==> config.mk <==
export PLATFORM = sky130hd
export DESIGN_NAME = sat_counter
export DESIGN_NICKNAME = d
export VERILOG_FILES = /design/src/rtl/uart_rx_frame_chk_sat_counter.sv
export SDC_FILE = /design/constraint.sdc
export NUM_CORES = 1
export LEC_CHECK = 0
export BUFFER_PORTS_ARGS = -buffer_cell sky130_fd_sc_hd__clkbuf_2
export CORE_MARGIN = 2
export CORE_UTILIZATION = 32
export DETAILED_ROUTE_END_ITERATION = 10
export PLACE_DENSITY = 0.54
export SLEW_MARGIN = 20
export SYNTH_ARGS = -nofsm -noshare
export SYNTH_HDL_FRONTEND = slang
export SYNTH_SLANG_ARGS = --single-unit
==> constraint.sdc <==
create_clock -name CLK -period 1.6 [get_ports CLK]
set_input_delay 0.32 -clock CLK [delete_from_list [all_inputs] [get_ports CLK]]
set_output_delay 0.32 -clock CLK [all_outputs]
set_load 0.02 [all_outputs]
==> src/rtl/uart_rx_frame_chk_sat_counter.sv <==
// rtl/uart_rx_frame_chk_sat_counter.sv - saturating event counter with priority clear
module sat_counter #(
  parameter int W = 8
) (
  input  logic         CLK,
  input  logic         RST,
  input  logic         inc,
  input  logic         clr,
  output logic [W-1:0] count
);

  logic [W-1:0] count_q, count_d;

  always_comb begin
    count_d = count_q;
    if (clr) begin
      count_d = '0;
    end else if (inc && (count_q != {W{1'b1}})) begin
      count_d = count_q + 1'b1;
    end
  end

  always_ff @(posedge CLK) begin
    if (RST) begin
      count_q <= '0;
    end else begin
      count_q <= count_d;
    end
  end

  assign count = count_q;

endmodule

# After elaboration in Yosys (flattened, before gate mapping)
# Cells that the tools add are included.
dict set report totals {
  regBits 8
  in_bits 4
  elab_cells 5
}
dict set report op_classes {
  addsub 1
  eq_ne 1
  reduce_logical 2
}
# cell count
set ops {}
lappend ops {{adder 8 x 1 -> 8 bit (second input constant)} 1}
lappend ops {{!= test 8 bit (second input constant)} 1}
lappend ops {{OR reduction 2 bit} 1}
lappend ops {{logical AND 1 bit} 1}

# Longest topological paths before layout
dict set report depth {
  ltp_word 2
  depth_mapped 4
}

# Least setup slack after synthesis
# No wires, ideal clock.
dict set report synth_path {
  path_kind {register -> register}
  from {register count_q[0], in the netlist count[0]}
  to {register count_q[6], in the netlist count[6]}
  setup_time_ns 0.115
  arrival_time_ns 1.386
  t_required_ns 1.485
  slack_ns 0.098
  stages_incl_launch_ff 5
  n_path_buf 0
  path_cell_list {dfxtp_1 > ha_1 > nand3_1 > or4_1 > and3_1}
}
dict set report synth_via {
  elab_chain_len 2
}
# element line
set synth_rtl {}
lappend synth_rtl {{from (decl)} 12} ;# logic [W-1:0] count_q, count_d;
lappend synth_rtl {{from (signal assigned)} 27} ;# count_q <= count_d;
lappend synth_rtl {{parallel branches: the longest is 2 deep, another holds adder 8 x 1 -> 8 bit} n/a}
# Parallel ways; which one is timed is not known.
# A chain may end at the register's enable or synchronous reset.

# Worst setup path after layout
# Ends and elaborated chain as after synthesis.

==> results.yml <==
critical_path:
  cp-endpoint: "count[6]"
  rrSetupSlack_ns: 0.17
  required_ns: 1.76
  worstPathMaxFanout: 5
  slowest_delay_ns: 0.39
  endpoint_kind: "register"
  critPathBufInv: 0
  worst_ep_arrival_time_ns: 1.59
  cp_slowest_cell: "dfxtp_1"
  ff2ff_path_depth: 4
  r2r-end: "count[6]"
  cp_top_family: "simple AND/OR/NAND/NOR gates"
  start_kind: "register"
  r2r_start: "count[0]"
  critical_path_depth: 4
  crit_type: "register to register"
  startpoint: "count[0]"
  crit_chain: "ha_1 -> nand3_1 -> or4_1 -> and3_1"
power:
  power_density_nw_per_um2: 724
  ir_drop_uv: 316
  p_leak_nw: 0.225
floorplan:
  initial_utilization_pct: 33.9
  dieArea_um2: 1670
  coreArea_um2: 1280
  rows: 13
  die_height_um: 40.9
  top_level_ports: 12
  fp.dieW_um: 40.9
layout:
  layout_common_cells: "11 x clkbuf_2, 8 x dfxtp_1, 6 x nand2_1"
  finalNetCount: 68
  syn_to_final_growth_pct: 22.1
  final_common_cell: "clkbuf_2"
  utilization_pct: 41.4
  antenna_cells: 0
  largest_reg_flops: 8
  drive_gt1_share_pct: 27.9
route:
  drtIter0Drc: 8
  via_per_inst: 5.14
  drt-total-wl_um: 918
  ant_nets: 0
  wl_per_cell_um: 12.1
  first_pass_iters: 3
  via_count: 391
  drc: 0
synthesis:
  synth-xor-area-share_pct: 0
  syn_area_um2: 435
  syn_avg_cell_area_um2: 9.26
  synth_compound_area_share_pct: 19.5
  ys_ff_latch: 8
  synth_mux_area_share_pct: 9.20
  synthAdderAreaFrac_pct: 2.87
  ys_types: 21
  ys_seq_area_share_pct: 36.8
  yosys.area_share.simple_pct: 29.0
  syn-num-nets: 52
  ys_warn_count: 0
  synth_top_family_by_area: "simple AND/OR/NAND/NOR gates"
  synthCells: 47
hold_path:
  worst_hold_path_type: "input port to register"
  hp-start: "clr"
timing:
  tns_ns: 0
  period_needed_ns: 1.43
  slew_headroom_pct: 69.6
  final-hold-violation-count: 0
  timing.fmax_ghz: 0.699
  slew_viol_final: 0
  finalSetupViolations: 0
  clock_skew_ns: 0.00853
  min_period_over_period_pct: 89.5
  rsz0062_at_grt: "no"
  worst_pin_slew_ns: 0.455
  worst_slack_ns: 0.169
run:
  maxCapViolCount: 0
clock_network:
  cts.path.max_buffers: 2
  clkTransAtPathRegs_ns: 0.06
  numCtsBuffers: 3
  post_cts_buffers: 0
  cts_resized: 0
  clkSinkCount: 8
  htree_num_levels: 1
  clock_latency_ns: 0.26
  root_buffer: "clkbuf_4"
  cts_tree: "built"
  cts.hold.buffers_added: 0
grt:
  grt_max_degree: 9
  grt_pass1_vias: 305
  grt_first_pass_wirelength_um: 1500
  antenna_found_initial: 0
  overflow: 0
  grt_usage_pct: 14.1
outcome:
  status: "complete, no violations"
place:
  io_buffers: 11
  gp_congestion: 0.735
  place_ws_ns: 0.173
## cells by family after synthesis
| logic type | after synthesis |
|---|---|
| AOI/OAI and AO/OA | 10 |
| DFF | 8 |
| buffers and inverters | 2 |
| and+or+nand+nor | 22 |
| adders and majority gates | 1 |
| muxes | 4 |
## cell usage after synthesis
cell / instances / area share, %
nor4_1: 1 / 1.4
dfxtp_1: 8 / 37
a31oi_1: 1 / 1.4
a21boi_1: 2 / 3.4
inv_1: 1 / 0.86
nand3_1: 2 / 2.3
a21boi_2: 1 / 2.6
or4_1: 1 / 1.7
nand2_1: 6 / 5.2
mux2i_1: 4 / 9.2
and3_1: 3 / 4.3
and4_1: 2 / 4.0
a2111oi_4: 1 / 6.3
nor2_1: 1 / 0.86
or3_1: 3 / 4.3
and3b_1: 1 / 2.0
nand4_1: 2 / 2.9
a21oi_1: 4 / 4.6
buf_4: 1 / 1.7
ha_1: 1 / 2.9
o21ai_0: 1 / 1.1
## metal layers
layer	part of all wire (%)	global-route usage, %
met1	52	21.1
met2	42	18.0
met3	3.6	3.26
met4	2.1	7.50
met5	0	0
## stage by stage
stage | std cells | total power, W | cell area (µm²) | hold slack [ns]
floorplan | 47 | 0.000219 | 435 | 0.384
global placement | 73 | 0.000231 | 509 | 0.479
detailed placement | 73 | 0.000232 | 509 | 0.485
CTS | 76 | 0.000392 | 532 | 0.318
global route | 76 | 0.000402 | 532 | 0.345
finish | 76 | 0.000385 | 532 | 0.330
## worst min path at each step
stage	end	cells past startpoint	slack (ns)
6_report	count[5]	2	0.33
5_1_grt	count[5]	2	0.35
4_1_cts	count[5]	2	0.32
3_5_place_dp	count[1]	2	0.49
3_3_place_gp	count[1]	2	0.48
2_1_floorplan	count[5]	1	0.38
## cell type report
cell class              count  area [µm²]
clock buffers               3        22.5
fillers                   138         753
inverters                   1        3.75
multi-input cells          37         264
flip-flops and latches      8         160
well taps                  15        18.8
repair buffers             12        62.6
## report_power, final
part           internal (W)  switching, W
sequential         0.000201    0.00000189
clock             0.0000860     0.0000717
combinational    0.00000897     0.0000153
(Power assumes the default switching activity.)
